--- config.mk ---
export PLATFORM = sky130hd
export DESIGN_NAME = instruction_fetch_unit
export DESIGN_NICKNAME = d
export VERILOG_FILES = /design/src/rtl/instruction_fetch_unit_pkg.sv /design/src/rtl/instruction_fetch_unit_fetch_buffer.sv /design/src/rtl/instruction_fetch_unit.sv
export SDC_FILE = /design/constraint.sdc
export NUM_CORES = 1
export LEC_CHECK = 0
export CAP_MARGIN = 10
export CORE_MARGIN = 2
export CORE_UTILIZATION = 56
export DETAILED_ROUTE_END_ITERATION = 10
export GPL_ROUTABILITY_DRIVEN = 0
export PLACE_DENSITY = 0.86
export SYNTH_ARGS = -nofsm -noshare
export SYNTH_HDL_FRONTEND = slang
export SYNTH_SLANG_ARGS = --single-unit
--- constraint.sdc ---
create_clock -name clock -period 8.2 [get_ports clock]
set_clock_uncertainty 0.05 [all_clocks]
set_input_delay 1.23 -clock clock [delete_from_list [all_inputs] [get_ports clock]]
set_output_delay 1.23 -clock clock [all_outputs]
set_load 0.02 [all_outputs]
--- src/rtl/instruction_fetch_unit_pkg.sv ---
// Shared fetch constants: text segment bounds, reset PC and the NOP used for faulting fetches.
// FETCH_FAULT_EN enables is_fetch_fault() users in the fetch unit.
package instruction_fetch_unit_pkg;

  localparam logic [31:0] TEXT_BEGIN      = 32'h0040_0000;
  localparam logic [31:0] TEXT_END        = 32'h0040_FFFF;
  localparam logic [31:0] NOP_INSTRUCTION = 32'h0000_0013;

  // Misaligned or outside the text segment.
  function automatic logic is_fetch_fault(input logic [31:0] pc);
    return (pc[1:0] != 2'b00) || (pc < TEXT_BEGIN) || (pc > TEXT_END);
  endfunction

endpackage

--- src/rtl/instruction_fetch_unit_fetch_buffer.sv ---
// Two-entry instruction FIFO of {pc, instruction[, fault]} with push, pop and synchronous flush.
// FETCH_FAULT_EN adds a per-entry fault bit.
module fetch_buffer (
  input  logic        clock,
  input  logic        reset,
  input  logic        flush,
  input  logic        push,
  input  logic [31:0] push_pc,
  input  logic [31:0] push_instruction,
`ifdef FETCH_FAULT_EN
  input  logic        push_fault,
  output logic        head_fault,
`endif
  input  logic        pop,
  output logic [1:0]  count,
  output logic        head_valid,
  output logic [31:0] head_pc,
  output logic [31:0] head_instruction
);

  logic [31:0] pc_q    [2];
  logic [31:0] pc_d    [2];
  logic [31:0] instr_q [2];
  logic [31:0] instr_d [2];
`ifdef FETCH_FAULT_EN
  logic        fault_q [2];
  logic        fault_d [2];
`endif
  logic        rd_ptr_q, rd_ptr_d;
  logic        wr_ptr_q, wr_ptr_d;
  logic [1:0]  count_q, count_d;

  always_comb begin
    pc_d     = pc_q;
    instr_d  = instr_q;
`ifdef FETCH_FAULT_EN
    fault_d  = fault_q;
`endif
    rd_ptr_d = rd_ptr_q;
    wr_ptr_d = wr_ptr_q;
    count_d  = count_q;
    if (flush) begin
      rd_ptr_d = 1'b0;
      wr_ptr_d = 1'b0;
      count_d  = 2'd0;
    end else begin
      if (push) begin
        pc_d[wr_ptr_q]    = push_pc;
        instr_d[wr_ptr_q] = push_instruction;
`ifdef FETCH_FAULT_EN
        fault_d[wr_ptr_q] = push_fault;
`endif
        wr_ptr_d = ~wr_ptr_q;
      end
      if (pop) rd_ptr_d = ~rd_ptr_q;
      count_d = count_q + {1'b0, push} - {1'b0, pop};
    end
  end

  always_ff @(posedge clock) begin
    if (!reset) begin
      // NOTE: storage is cleared on reset so the head outputs read zero, not stale data.
      for (int i = 0; i < 2; i++) begin
        pc_q[i]    <= '0;
        instr_q[i] <= '0;
`ifdef FETCH_FAULT_EN
        fault_q[i] <= 1'b0;
`endif
      end
      rd_ptr_q <= 1'b0;
      wr_ptr_q <= 1'b0;
      count_q  <= 2'd0;
    end else begin
      pc_q     <= pc_d;
      instr_q  <= instr_d;
`ifdef FETCH_FAULT_EN
      fault_q  <= fault_d;
`endif
      rd_ptr_q <= rd_ptr_d;
      wr_ptr_q <= wr_ptr_d;
      count_q  <= count_d;
    end
  end

  assign count            = count_q;
  assign head_valid       = (count_q != 2'd0);
  assign head_pc          = pc_q[rd_ptr_q];
  assign head_instruction = instr_q[rd_ptr_q];
`ifdef FETCH_FAULT_EN
  assign head_fault       = fault_q[rd_ptr_q];
`endif

  a_no_push_when_full: assert property (@(posedge clock) disable iff (!reset)
    !(push && !pop && !flush && count_q == 2'd2));

endmodule

--- src/rtl/instruction_fetch_unit.sv ---
// Fetch stage: owns the fetch PC, tags one-cycle-late text memory data and queues it for decode.
// FETCH_FAULT_EN: flag misaligned/out-of-text fetches, substitute a NOP and halt until redirect.
module instruction_fetch_unit
  import instruction_fetch_unit_pkg::*;
#(
  parameter logic [31:0] RESET_PC     = TEXT_BEGIN,
  parameter int unsigned BUFFER_DEPTH = 2
) (
  input  logic        clock,
  input  logic        reset,
  output logic [31:0] imem_address,
  input  logic [31:0] imem_data,
  input  logic        redirect_valid,
  input  logic [31:0] redirect_pc,
  output logic        out_valid,
  input  logic        out_ready,
  output logic [31:0] out_instruction,
  output logic [31:0] out_pc,
  output logic        out_fault
);

  logic [31:0] fetch_pc_q, fetch_pc_d;
  logic [31:0] inflight_pc_q, inflight_pc_d;
  logic        inflight_valid_q, inflight_valid_d;
  logic [1:0]  count;
  logic [2:0]  occupancy;
  logic        pop, issue;
  logic [31:0] push_instruction;
`ifdef FETCH_FAULT_EN
  logic        inflight_fault_q, inflight_fault_d;
  logic        halted_q, halted_d;
  logic        head_fault;
`endif

  assign pop = out_valid && out_ready;

  // Queued entries after this edge's pop plus the response already in flight must leave room.
  always_comb begin
    occupancy        = {1'b0, count} - {2'b00, pop} + {2'b00, inflight_valid_q};
    issue            = !redirect_valid && (occupancy < 3'(BUFFER_DEPTH));
`ifdef FETCH_FAULT_EN
    issue            = issue && !halted_q;
    inflight_fault_d = 1'b0;
    halted_d         = halted_q;
`endif
    fetch_pc_d       = fetch_pc_q;
    inflight_pc_d    = inflight_pc_q;
    inflight_valid_d = 1'b0;
    if (redirect_valid) begin
      fetch_pc_d = redirect_pc;
`ifdef FETCH_FAULT_EN
      halted_d   = 1'b0;
`endif
    end else if (issue) begin
      fetch_pc_d       = fetch_pc_q + 32'd4;
      inflight_pc_d    = fetch_pc_q;
      inflight_valid_d = 1'b1;
`ifdef FETCH_FAULT_EN
      inflight_fault_d = is_fetch_fault(fetch_pc_q);
      halted_d         = is_fetch_fault(fetch_pc_q);
`endif
    end
  end

`ifdef FETCH_FAULT_EN
  assign push_instruction = inflight_fault_q ? NOP_INSTRUCTION : imem_data;
`else
  assign push_instruction = imem_data;
`endif

  always_ff @(posedge clock) begin
    if (!reset) begin
      fetch_pc_q       <= RESET_PC;
      inflight_pc_q    <= '0;
      inflight_valid_q <= 1'b0;
`ifdef FETCH_FAULT_EN
      inflight_fault_q <= 1'b0;
      halted_q         <= 1'b0;
`endif
    end else begin
      fetch_pc_q       <= fetch_pc_d;
      inflight_pc_q    <= inflight_pc_d;
      inflight_valid_q <= inflight_valid_d;
`ifdef FETCH_FAULT_EN
      inflight_fault_q <= inflight_fault_d;
      halted_q         <= halted_d;
`endif
    end
  end

  assign imem_address = fetch_pc_q;

  fetch_buffer u_fetch_buffer (
    .clock            (clock),
    .reset            (reset),
    .flush            (redirect_valid),
    .push             (inflight_valid_q),
    .push_pc          (inflight_pc_q),
    .push_instruction (push_instruction),
`ifdef FETCH_FAULT_EN
    .push_fault       (inflight_fault_q),
    .head_fault       (head_fault),
`endif
    .pop              (pop),
    .count            (count),
    .head_valid       (out_valid),
    .head_pc          (out_pc),
    .head_instruction (out_instruction)
  );

`ifdef FETCH_FAULT_EN
  assign out_fault = head_fault;
`else
  assign out_fault = 1'b0;
`endif

endmodule

Word level (Yosys, flattened, before mapping)
Cells that the tools add are included.
{ "classes": {"bitwise_logic": 6, "add_sub_neg": 5, "n_reduce_logical": 9, "magnitude_cmp": 4, "muxes": 13} }
{ "ops": {"columns": ["cell", "n"], "rows": [
  ["32-bit two-way mux", 9],
  ["64-bit bitwise mux", 2],
  ["32-bit by 3-bit adder with 32-bit output (second input constant)", 1],
  ["32-bit demux with 1-bit select", 1],
  ["2-bit >= comparator (second input constant)", 2],
  ["1-bit NOT", 4],
  ["1-bit NOT with 2-bit output", 2],
  ["2-bit AND reduction", 2],
  ["2-bit nonzero test", 2],
  ["3-bit by 1-bit adder with 3-bit output", 1],
  ["1-bit logical AND", 3],
  ["3-bit by 2-bit less-than comparator with 1-bit output (second input constant)", 1],
  ["2-bit by 1-bit subtractor with 3-bit output", 1],
  ["2-bit by 1-bit adder with 2-bit output", 1],
  ["2-bit by 1-bit less-than comparator with 1-bit output (second input constant)", 1],
  ["2-bit OR reduction", 1],
  ["2-bit by 1-bit subtractor with 2-bit output", 1],
  ["1-bit logical NOT", 1],
  ["1-bit two-way mux", 1]
]} }
{ "word_totals": {"reg_bits": 197, "inputBits": 68, "wordCells": 47} }

Depth between registers and ports, before layout
Gate-level depths: netlist of the first run.
{ "depth": {"ltp_word": 8, "mapped_depth": 13} }

Cells and area by module
Synthesis of the first run repeated with hierarchy kept, for this count alone.
{ "unflattened": {"hier_cells": 960, "area_unflattened_um2": 8893.5} }
{ "by_module_without_submodules": {"columns": ["module", "seq_area_each_um2", "cells_per_inst", "instances", "area_each_um2"], "rows": [
  ["fetch_buffer", 2642.5, 574, 1, 5853.1],
  ["instruction_fetch_unit", 1301.2, 386, 1, 3040.4]
]} }

Worst setup path before layout of the first run
Ideal clock, no wire load.
{ "synth_timing": {"path_type": "input port to flip-flop", "startpoint": "input out_ready", "endpoint": "register fetch_pc_q[25], in the netlist imem_address[25]", "path_stages": 12, "setup_time_ns": 0.137, "setup_slack_ns": 4.524, "arrival_ns": 3.489, "cell_sequence": "and2_1 > ha_1 > inv_1 > ha_1 > fa_1 > clkbuf_1 > nand4b_1 > nand2b_1 > buf_2 > buf_2 > o31ai_1 > a31oi_1"} }
{ "synth_between": {"elab_chain_len": 6} }
{ "synth_lines": {"columns": ["element", "line", "text"], "rows": [
  ["start, declared", "instruction_fetch_unit.sv:16", "input logic out_ready,"],
  ["1-bit logical AND", "instruction_fetch_unit.sv:35", "assign pop = out_valid && out_ready;"],
  ["2-bit by 1-bit subtractor with 3-bit output", "instruction_fetch_unit.sv:39", "occupancy = {1'b0, count} - {2'b00, pop} + {2'b00, inflight_valid_q};"],
  ["3-bit by 1-bit adder with 3-bit output", "instruction_fetch_unit.sv:39", null],
  ["net occupancy[1]", "instruction_fetch_unit.sv:26", "logic [2:0] occupancy;"],
  ["3-bit by 2-bit less-than comparator with 1-bit output", "instruction_fetch_unit.sv:40", "issue = !redirect_valid && (occupancy < 3'(BUFFER_DEPTH));"],
  ["1-bit logical AND", "instruction_fetch_unit.sv:40", null],
  ["2-bit nonzero test (no line)", null, null],
  ["end signal, assigned", "instruction_fetch_unit.sv:81", "fetch_pc_q <= fetch_pc_d;"],
  ["end, declared", "instruction_fetch_unit.sv:22", "logic [31:0] fetch_pc_q, fetch_pc_d;"]
]} }
The timed path passes the listed nets, and every way through them passes these cells.
A chain may end at the register's enable or synchronous reset.

Worst setup path after layout of the first run
{ "layout_timing": {"startpoint": "input out_ready", "endpoint": "register inflight_pc_q[14]"} }
{ "layout_between": {"elab_chain_len": 6} }
{ "layout_lines": {"columns": ["element", "line", "text"], "rows": [
  ["1-bit logical AND", "instruction_fetch_unit.sv:35", null],
  ["net pop", "instruction_fetch_unit.sv:27", "logic pop, issue;"],
  ["2-bit by 1-bit subtractor with 3-bit output", "instruction_fetch_unit.sv:39", null],
  ["3-bit by 1-bit adder with 3-bit output", "instruction_fetch_unit.sv:39", null],
  ["3-bit by 2-bit less-than comparator with 1-bit output", "instruction_fetch_unit.sv:40", null],
  ["1-bit logical AND", "instruction_fetch_unit.sv:40", null],
  ["2-bit AND reduction (no line)", null, null],
  ["end signal, assigned", "instruction_fetch_unit.sv:82", "inflight_pc_q <= inflight_pc_d;"],
  ["end, declared", "instruction_fetch_unit.sv:23", "logic [31:0] inflight_pc_q, inflight_pc_d;"]
]} }
The timed path passes the listed nets, and every way through them passes these cells.

==> flow_metrics.env, run 1 <==
export IMPL_ant_nets=0
export IMPL_drv_slew=0
export IMPL_cts_resized=0
export IMPL_cts_sinks=197
export IMPL_synthTopCellsByArea="dfxtp_1, nand2_1, a21oi_1, mux2_1, clkbuf_1"
export IMPL_post_cts_setup_buffer_count=0
export IMPL_grt_max_degree=106
export IMPL_ir_drop_mv=0.1551
export IMPL_worstMarginPinSlew_ns=1.064
export IMPL_h_tree_depth=4
export IMPL_timing_hold_violations_final=0
export IMPL_final_cells=1333
export IMPL_synth_nets=1096
export IMPL_reg2regPathDepth=10
export IMPL_cts_hold_buf=0
export IMPL_place_ws_ns=3.450
export IMPL_path_cells="clkdlybuf4s50_1 > and2_1 > ha_1 > inv_1 > ha_1 > fa_1 > xnor2_1 > or3_1 > nand2_1 > a21oi_1"
export IMPL_cts_buffer_depth=2
export IMPL_crit_fanout=32
export IMPL_synth_cell_types=49
export IMPL_drt_iter0_drc=630
export IMPL_die_width_um=125.5
export IMPL_grt_overflow_total=0
export IMPL_cts_tree="done"
export IMPL_total_leakage_power_uw=0.003633
export IMPL_hpwlAfterDp_um=12960
export IMPL_yosys_area_top_type="dfxtp_1"
export IMPL_cap_violations=0
export IMPL_portBuffers=164
export IMPL_nets=1208
export IMPL_crit_top_cell="ha_1"
export IMPL_start_util=0.5714
export IMPL_numPlacedInstances=1301
export IMPL_status="finished, final reports clean"
export IMPL_drive_above_1_share=0.05222
export IMPL_syn_area_um2=8273
export IMPL_synth_top_area_share=0.4767
export IMPL_first_pass_iters=5
export IMPL_fmax_mhz=228.6
export IMPL_path_class="in -> reg"
export IMPL_drt_total_wl_um=21110
export IMPL_core_um2=14480
export IMPL_hold_path_depth=2
export IMPL_cp_start_kind="input pin"
export IMPL_rsz0062_at_grt="false"
export IMPL_netlist_instances=1024
export IMPL_crit_required_ns=8.50
export IMPL_synth_edff_count=0
export IMPL_io_pins=166
export IMPL_clk_latency_ns=0.43
export IMPL_fin_ws_ns=3.826
export IMPL_root_buffer="clkbuf_16"
export IMPL_design_die_area_um2=15760
export IMPL_wl_per_cell_um=15.84
export IMPL_cts_buffers_inserted=17
export IMPL_finalSetupViolCount=0
export IMPL_setup_tns_ns=0
export IMPL_rows=44
export IMPL_diodes=0
export IMPL_end_kind="register"
export IMPL_finalCritPeriodShare=0.5334
export IMPL_vias_per_cell=5.672
export IMPL_hp_class="reg -> reg"
export IMPL_synth_flop_cell="dfxtp_1"
export IMPL_fp_dieH_um=125.5
export IMPL_period_minus_slack_ns=4.374
export IMPL_grt_antenna_before_repair=0
export IMPL_vias=7561
export IMPL_ys_ff_latch=197
export IMPL_yosys_warnings=0
export IMPL_cpMaxStageDelayCell="or3_1"
export IMPL_grt_use_total=0.2678
export IMPL_grt_pass1_wl_um=34780
export IMPL_synth_avg_cell_area_um2=8.079
export IMPL_clk_transition_reported_paths_ns=0.07
export IMPL_async_reset_ff_frac=0
export IMPL_drc=0
export IMPL_p_per_area_nw_per_um2=198.3
export IMPL_areaGrowthSynthToFinish_pct=26.88
export IMPL_arrival_ns=4.68
export IMPL_max_stage_delay_ns=0.92
export IMPL_slew_headroom=0.2906
export IMPL_grt_pass1_vias=7051
export IMPL_n_fill_cell=1137
export IMPL_seq_area_frac_synth=0.4767
## worst max-delay path: cells and delay by family
kind,cells,cell delay (ns)
and+or+nand+nor,3,1.26
buffers and inverters,2,0.45
adders and majority gates,3,0.89
AOI/OAI and AO/OA,1,0.19
xor gates and xnor gates,1,0.65
## through the flow
stage	cell area [µm²]	total power, µW	util	hold WS, ns
after global placement	9912	1273	0.6846	0.3881
after CTS	10500	2088	0.7249	0.4023
after floorplan	8273	1169	-	0.3822
after detailed placement	9912	1277	0.6846	0.3926
final	10500	2081	0.7249	0.4005
after global routing	10500	2152	0.7249	0.4177
## synthesized netlist by cell type, types with 4 or more instances
library cell  instances
a21oi_1             167
a31oi_1              14
and3_1                4
buf_1                 8
buf_2                 7
clkbuf_1             63
dfxtp_1             197
inv_1                 7
mux2_1               55
mux2_2                9
nand2_1             332
nand3_1              12
nand4_1              10
nor2_1               11
nor3_1                6
nor3b_1               4
o21ai_0              20
o21ai_1              10
o31ai_1              11
or3_1                10
or4_1                12
xnor2_1               9
xor2_1                4
## cells by family after synthesis
group	share of synthesized area
AND/OR/NAND/NOR	0.2201
AO/OA/AOI/OAI	0.1497
flip-flops	0.4767
buffers and inverters	0.04280
multiplexers	0.08953
XOR/XNOR	0.01376
adder cells (fa/ha/maj)	0.006958
other	0.0004533
## flip-flops by register name (all words and copies together) (netlist names)
name,cells
imem_address,32
inflight_pc_q,32
inflight_valid_q,1
u_fetch_buffer.count,2
u_fetch_buffer.instr_q,64
u_fetch_buffer.pc_q,64
u_fetch_buffer.rd_ptr_q,1
u_fetch_buffer.wr_ptr_q,1
## cells in the final DEF, fill, tap and decap left out, types with 2 or more instances in the layout
cell type,Yosys,final
nor3_1,6,5
clkbuf_8,0,3
a31oi_1,14,14
nand4_1,10,10
buf_4,1,9
inv_1,7,7
inv_6,0,6
nand3_1,12,11
or4_1,12,12
or3_1,10,10
mux2_2,9,9
clkinv_2,0,2
and2_1,3,3
mux2i_1,2,2
nand3b_1,2,2
and3_1,4,3
a211oi_1,3,3
nand2_1,332,332
o31ai_1,11,11
ha_1,3,3
xnor2_1,9,9
nor4_1,3,3
nand2b_1,2,2
and4_1,3,3
a21oi_1,167,167
mux2_1,55,55
dfxtp_1,197,196
clkdlybuf4s50_1,0,164
clkinv_4,0,2
nor3b_1,4,3
a32oi_1,3,3
o21ai_0,20,20
xor2_1,4,4
clkbuf_16,0,17
o21ai_1,10,10
nor2_1,11,11
## layout make-up
type | count | area [µm²] | area share
repair buffers | 173 | 1709 | 0.1628
clock inverters | 12 | 117.6 | 0.01121
multi-input cells | 738 | 3991 | 0.3803
inverters | 9 | 36.28 | 0.003457
clock buffers | 20 | 466.7 | 0.04446
flip-flops and latches | 197 | 3945 | 0.3758
well taps | 184 | 230.2 | 0.02193
## worst paths after layout
path | endpoint | start | slack, ns
worst max-delay path | inflight_pc_q[14] | out_ready | 3.83
worst max register to register | inflight_pc_q[14] | u_fetch_buffer.count[1] | 4.40
worst min-delay path | u_fetch_buffer.instr_q[34] | u_fetch_buffer.instr_q[34] | 0.40
worst min register to register | u_fetch_buffer.instr_q[34] | u_fetch_buffer.instr_q[34] | 0.40
## power breakdown
group          internal, µW  switching (µW)  leakage (µW)
logic                   103             132       0.00174
registers               989            36.6       0.00160
clock network           449             372      0.000289
## layer usage
| metal | vias to the layer above | wire, µm | global-route usage |
|---|---|---|---|
| met4 | 0 | 316 | 0.08758 |
| met3 | 28 | 1370 | 0.04878 |
| met5 | - | 0 | 0 |
| met1 | 3547 | 9552 | 0.3666 |
| met2 | 287 | 9869 | 0.4299 |
| li1 | 3699 | - | - |
(Power assumes the default switching activity.)
==> run 2: changes to the inputs <==
- CORE_UTILIZATION: 56 -> 52
- PLACE_DENSITY: 0.86 -> 0.81
- clock period: 8.2 -> 4.6 ns (I/O delays scaled with it)
==> flow_metrics.env, run 2 (synthesized netlist as in run 1, its figures left out) <==
export IMPL_rsz0062_at_grt="false"
export IMPL_period_minus_slack_ns=3.664
export IMPL_design_die_area_um2=16930
export IMPL_cts_tree="done"
export IMPL_vias_per_cell=5.497
export IMPL_cap_violations=0
export IMPL_nets=1212
export IMPL_cpMaxStageDelayCell="or4_1"
export IMPL_wl_per_cell_um=15.31
export IMPL_cts_hold_buf=0
export IMPL_grt_use_total=0.2460
export IMPL_h_tree_depth=4
export IMPL_mostFrequentLayoutCells="nand2_1, dfxtp_1, a21oi_1"
export IMPL_crit_buf_inv=1
export IMPL_grt_antenna_before_repair=0
export IMPL_io_pins=166
export IMPL_core_um2=15710
export IMPL_setup_tns_ns=0
export IMPL_ant_nets=0
export IMPL_rows=46
export IMPL_grt_pass1_wl_um=33440
export IMPL_crit_fanout=21
export IMPL_fp_dieH_um=130.1
export IMPL_drv_slew=0
export IMPL_diodes=0
export IMPL_fin_ws_ns=0.9356
export IMPL_vias=7525
export IMPL_max_stage_delay_ns=0.62
export IMPL_end_kind="register"
export IMPL_critPathTopFamily="simple AND/OR/NAND/NOR gates"
export IMPL_drt_total_wl_um=20960
export IMPL_ir_drop_mv=0.2690
export IMPL_start_util=0.5265
export IMPL_cp_start_kind="register"
export IMPL_drc=0
export IMPL_final_util=0.6764
export IMPL_hpwlAfterDp_um=13050
export IMPL_root_buffer="clkbuf_16"
export IMPL_clk_transition_reported_paths_ns=0.07
export IMPL_total_leakage_power_uw=0.003673
export IMPL_reg2reg_slack_ns=0.94
export IMPL_clk_latency_ns=0.43
export IMPL_crit_top_cell="ha_1"
export IMPL_critical_path_depth=10
export IMPL_place_ws_ns=0.5502
export IMPL_finalSetupViolCount=0
export IMPL_n_fill_cell=1317
export IMPL_portBuffers=164
export IMPL_drive_above_1_share=0.05551
export IMPL_critPathLaunch="u_fetch_buffer.count[1]"
export IMPL_first_pass_iters=5
export IMPL_grt_overflow_total=0
export IMPL_r2r_start="u_fetch_buffer.count[1]"
export IMPL_regArea_um2=3945
export IMPL_largestRegisters="u_fetch_buffer.instr_q x64, u_fetch_buffer.pc_q x64"
export IMPL_areaGrowthSynthToFinish_pct=28.46
export IMPL_cts_resized=0
export IMPL_multi_input_area_um2=3991
export IMPL_hp_class="reg -> reg"
export IMPL_path_class="reg -> reg"
export IMPL_post_cts_setup_buffer_count=0
export IMPL_cts_buffer_depth=2
export IMPL_die_width_um=130.1
export IMPL_p_per_area_nw_per_um2=353.9
export IMPL_grt_pass1_vias=6825
export IMPL_worstMarginPinSlew_ns=0.8187
export IMPL_fmax_mhz=272.9
export IMPL_timing_hold_violations_final=0
export IMPL_endpoint="imem_address[25]"
export IMPL_finalCritPeriodShare=0.7966
export IMPL_status="finished, final reports clean"
export IMPL_arrival_ns=3.98
export IMPL_slew_headroom=0.4542
export IMPL_final_common_cell="nand2_1"
export IMPL_crit_required_ns=4.92
export IMPL_grt_max_degree=129
export IMPL_reg2regPathDepth=10
export IMPL_path_cells="or2_1 > and2_1 > ha_1 > inv_1 > ha_1 > fa_1 > nand4b_1 > nand2b_1 > or4_1 > a31oi_1"
export IMPL_cts_sinks=197
export IMPL_r2r_end="imem_address[25]"
export IMPL_cts_buffers_inserted=17
export IMPL_drt_iter0_drc=562
==> run 2: final cells by class <==
cell class	instances	area share
well taps	216	0.02543
clock inverters	12	0.01330
clock buffers	20	0.04391
inverters	9	0.003414
repair buffers	177	0.1672
multi-input cells	738	0.3756
flip-flops and latches	197	0.3712
==> run 2: metal layers <==
layer  GRT usage  share of wire
met2      0.3874           0.46
met5           0              0
met3     0.05084          0.071
met4     0.07590          0.011
met1      0.3411           0.46
==> run 2: worst min-delay path by stage <==
stage,startpoint,end,slack [ns],cells past startpoint
finish,u_fetch_buffer.instr_q[23],u_fetch_buffer.instr_q[23],0.40,2
global placement,u_fetch_buffer.pc_q[46],u_fetch_buffer.pc_q[46],0.39,2
detailed placement,u_fetch_buffer.pc_q[46],u_fetch_buffer.pc_q[46],0.39,2
floorplan,u_fetch_buffer.instr_q[32],u_fetch_buffer.instr_q[32],0.38,2
CTS,u_fetch_buffer.instr_q[1],u_fetch_buffer.instr_q[1],0.40,2
global route,u_fetch_buffer.instr_q[58],u_fetch_buffer.instr_q[58],0.41,2
==> run 2: worst reg2reg max path, stage by stage, from the launching register on <==
cell	delay (ns)
dfxtp_1	0.36
or2_1	0.26
and2_1	0.19
ha_1	0.28
inv_1	0.04
ha_1	0.18
fa_1	0.58
nand4b_1	0.33
nand2b_1	0.55
or4_1	0.63
a31oi_1	0.16
==> run 2: stage by stage <==
step                      power (µW)  std cells  hold slack, ns  instance area [µm²]
after global placement          2279       1337          0.3879                10020
final                           3761       1369          0.4017                10630
after floorplan                 2083       1024          0.3822                 8273
after global routing            3897       1369          0.4143                10630
after detailed placement        2284       1337          0.3931                10020
after CTS                       3786       1369          0.4035                10630
==> run 2: power breakdown <==
group / leakage [µW] / internal, µW / switching (µW) / total, µW
Sequential: 0.00160 / 1760 / 67.8 / 1830
Clock: 0.000299 / 854 / 657 / 1510
Combinational: 0.00177 / 189 / 231 / 419
Total: 0.00367 / 2810 / 956 / 3760
==> run 3: changes to the inputs <==
- clock period: 4.6 -> 3.76 ns (I/O delays scaled with it)
==> flow_metrics.env, run 3 (synthesized netlist as in run 1, its figures left out) <==
export IMPL_status="finished, final reports clean"
export IMPL_drv_slew=0
export IMPL_cts_tree="done"
export IMPL_max_stage_delay_ns=0.57
export IMPL_final_util=0.6789
export IMPL_setup_tns_ns=0
export IMPL_timing_hold_violations_final=0
export IMPL_reg2regPathDepth=10
export IMPL_ant_nets=0
export IMPL_grt_antenna_before_repair=0
export IMPL_design_die_area_um2=16930
export IMPL_fmax_mhz=304.5
export IMPL_die_width_um=130.1
export IMPL_critPathTopFamily="simple AND/OR/NAND/NOR gates"
export IMPL_crit_buf_inv=1
export IMPL_crit_top_cell="ha_1"
export IMPL_hp_class="reg -> reg"
export IMPL_first_pass_iters=5
export IMPL_worstMarginPinSlew_ns=0.6645
export IMPL_start_util=0.5265
export IMPL_cts_buffer_depth=2
export IMPL_reg2reg_slack_ns=0.48
export IMPL_grt_max_degree=66
export IMPL_clk_transition_reported_paths_ns=0.07
export IMPL_finalSetupViolCount=0
export IMPL_hold_path_depth=2
export IMPL_mostFrequentLayoutCells="nand2_1, dfxtp_1, a21oi_1"
export IMPL_root_buffer="clkbuf_16"
export IMPL_cts_sinks=197
export IMPL_period_minus_slack_ns=3.284
export IMPL_slew_headroom=0.5570
export IMPL_io_pins=166
export IMPL_fin_ws_ns=0.4762
export IMPL_clk_latency_ns=0.43
export IMPL_finalCritPeriodShare=0.8734
export IMPL_arrival_ns=3.59
export IMPL_rsz0062_at_grt="false"
export IMPL_h_tree_depth=4
export IMPL_ir_drop_mv=0.3395
export IMPL_grt_overflow_total=0
export IMPL_path_class="reg -> reg"
export IMPL_holdCritStartpoint="u_fetch_buffer.pc_q[24]"
export IMPL_cts_resized=0
export IMPL_grt_use_total=0.2454
export IMPL_diodes=0
export IMPL_multi_input_area_um2=3991
export IMPL_nets=1220
export IMPL_wl_per_cell_um=15.07
export IMPL_cts_hold_buf=0
export IMPL_final_common_cell="nand2_1"
export IMPL_fp_dieH_um=130.1
export IMPL_total_leakage_power_uw=0.003693
export IMPL_portBuffers=164
export IMPL_vias=7500
export IMPL_cts_buffers_inserted=17
export IMPL_drt_total_wl_um=20710
export IMPL_p_per_area_nw_per_um2=424.3
export IMPL_stdcell_area_um2=10670
export IMPL_core_um2=15710
export IMPL_areaGrowthSynthToFinish_pct=28.95
export IMPL_rows=46
export IMPL_placed_cell_area_um2=10100
export IMPL_grt_pass1_vias=6906
export IMPL_r2r_start="u_fetch_buffer.count[1]"
export IMPL_crit_required_ns=4.07
export IMPL_regArea_um2=3945
export IMPL_cpMaxStageDelayCell="or4_1"
export IMPL_end_kind="register"
export IMPL_largestRegisters="u_fetch_buffer.instr_q x64, u_fetch_buffer.pc_q x64"
export IMPL_cap_violations=0
export IMPL_n_fill_cell=1281
export IMPL_drive_above_1_share=0.05786
export IMPL_hpwlAfterDp_um=13150
export IMPL_drc=0
export IMPL_vias_per_cell=5.459
export IMPL_hold_path_endpoint="u_fetch_buffer.pc_q[24]"
export IMPL_post_cts_setup_buffer_count=0
export IMPL_path_cells="or2_1 > and2_1 > ha_1 > inv_1 > ha_1 > fa_1 > and3b_1 > nand4_1 > or4_1 > a31oi_1"
export IMPL_grt_pass1_wl_um=33290
export IMPL_place_ws_ns=0.1901
export IMPL_crit_fanout=8
export IMPL_drt_iter0_drc=638
export IMPL_r2r_end="imem_address[26]"
export IMPL_cp_start_kind="register"
run 3: cell types whose count changed in the layout (fill, tap and decap cells not counted):
cell / change
buf_12: +2
clkbuf_8: -1
clkinvlp_4: +1
clkbuf_1: +2
inv_8: -1
buf_4: +6
inv_6: -2
clkinv_4: -2
run 3: metrics by stage:
stage	total power, µW	instances	hold WS, ns
floorplan	2548	1024	0.3822
global placement	2803	1345	0.3879
detailed placement	2808	1345	0.3941
CTS	4550	1374	0.4032
global route	4686	1374	0.4150
finish	4526	1374	0.4007
run 3: worst max path at each step:
stage                             from               end  cells after the start
2_1_floorplan  u_fetch_buffer.count[1]  imem_address[25]                     13
3_3_place_gp                 out_ready  imem_address[26]                     10
3_5_place_dp                 out_ready  imem_address[26]                     10
4_1_cts        u_fetch_buffer.count[1]  imem_address[26]                     10
5_1_grt        u_fetch_buffer.count[1]  imem_address[14]                     11
6_report       u_fetch_buffer.count[1]  imem_address[26]                     10
run 3: layout make-up:
class | count | share of cell area
clock inverters | 8 | 0.009618
multi-input cells | 738 | 0.3742
flip-flops and latches | 197 | 0.3698
repair buffers | 185 | 0.1745
inverters | 9 | 0.003401
well taps | 216 | 0.02533
clock buffers | 21 | 0.04316
run 3: power breakdown:
| group | total, µW | internal, µW | switching (µW) | leakage, µW |
|---|---|---|---|---|
| combinational | 529 | 243 | 286 | 0.00182 |
| sequential | 2240 | 2160 | 80.0 | 0.00160 |
| clock | 1760 | 1000 | 755 | 0.000271 |
| total | 4530 | 3410 | 1120 | 0.00369 |
run 3: per-layer routing:
| metal | GRT usage | share of wire | wire [µm] |
|---|---|---|---|
| met1 | 0.3279 | 0.45 | 9418 |
| met2 | 0.4016 | 0.46 | 9553 |
| met3 | 0.05412 | 0.072 | 1485 |
| met4 | 0.07084 | 0.012 | 248 |
| met5 | 0 | 0 | 0 |
run 3: tightest hold or removal path: stages, from the launching register on:
cell,delay (ns)
dfxtp_1,0.31
nand2_1,0.05
a21oi_1,0.05
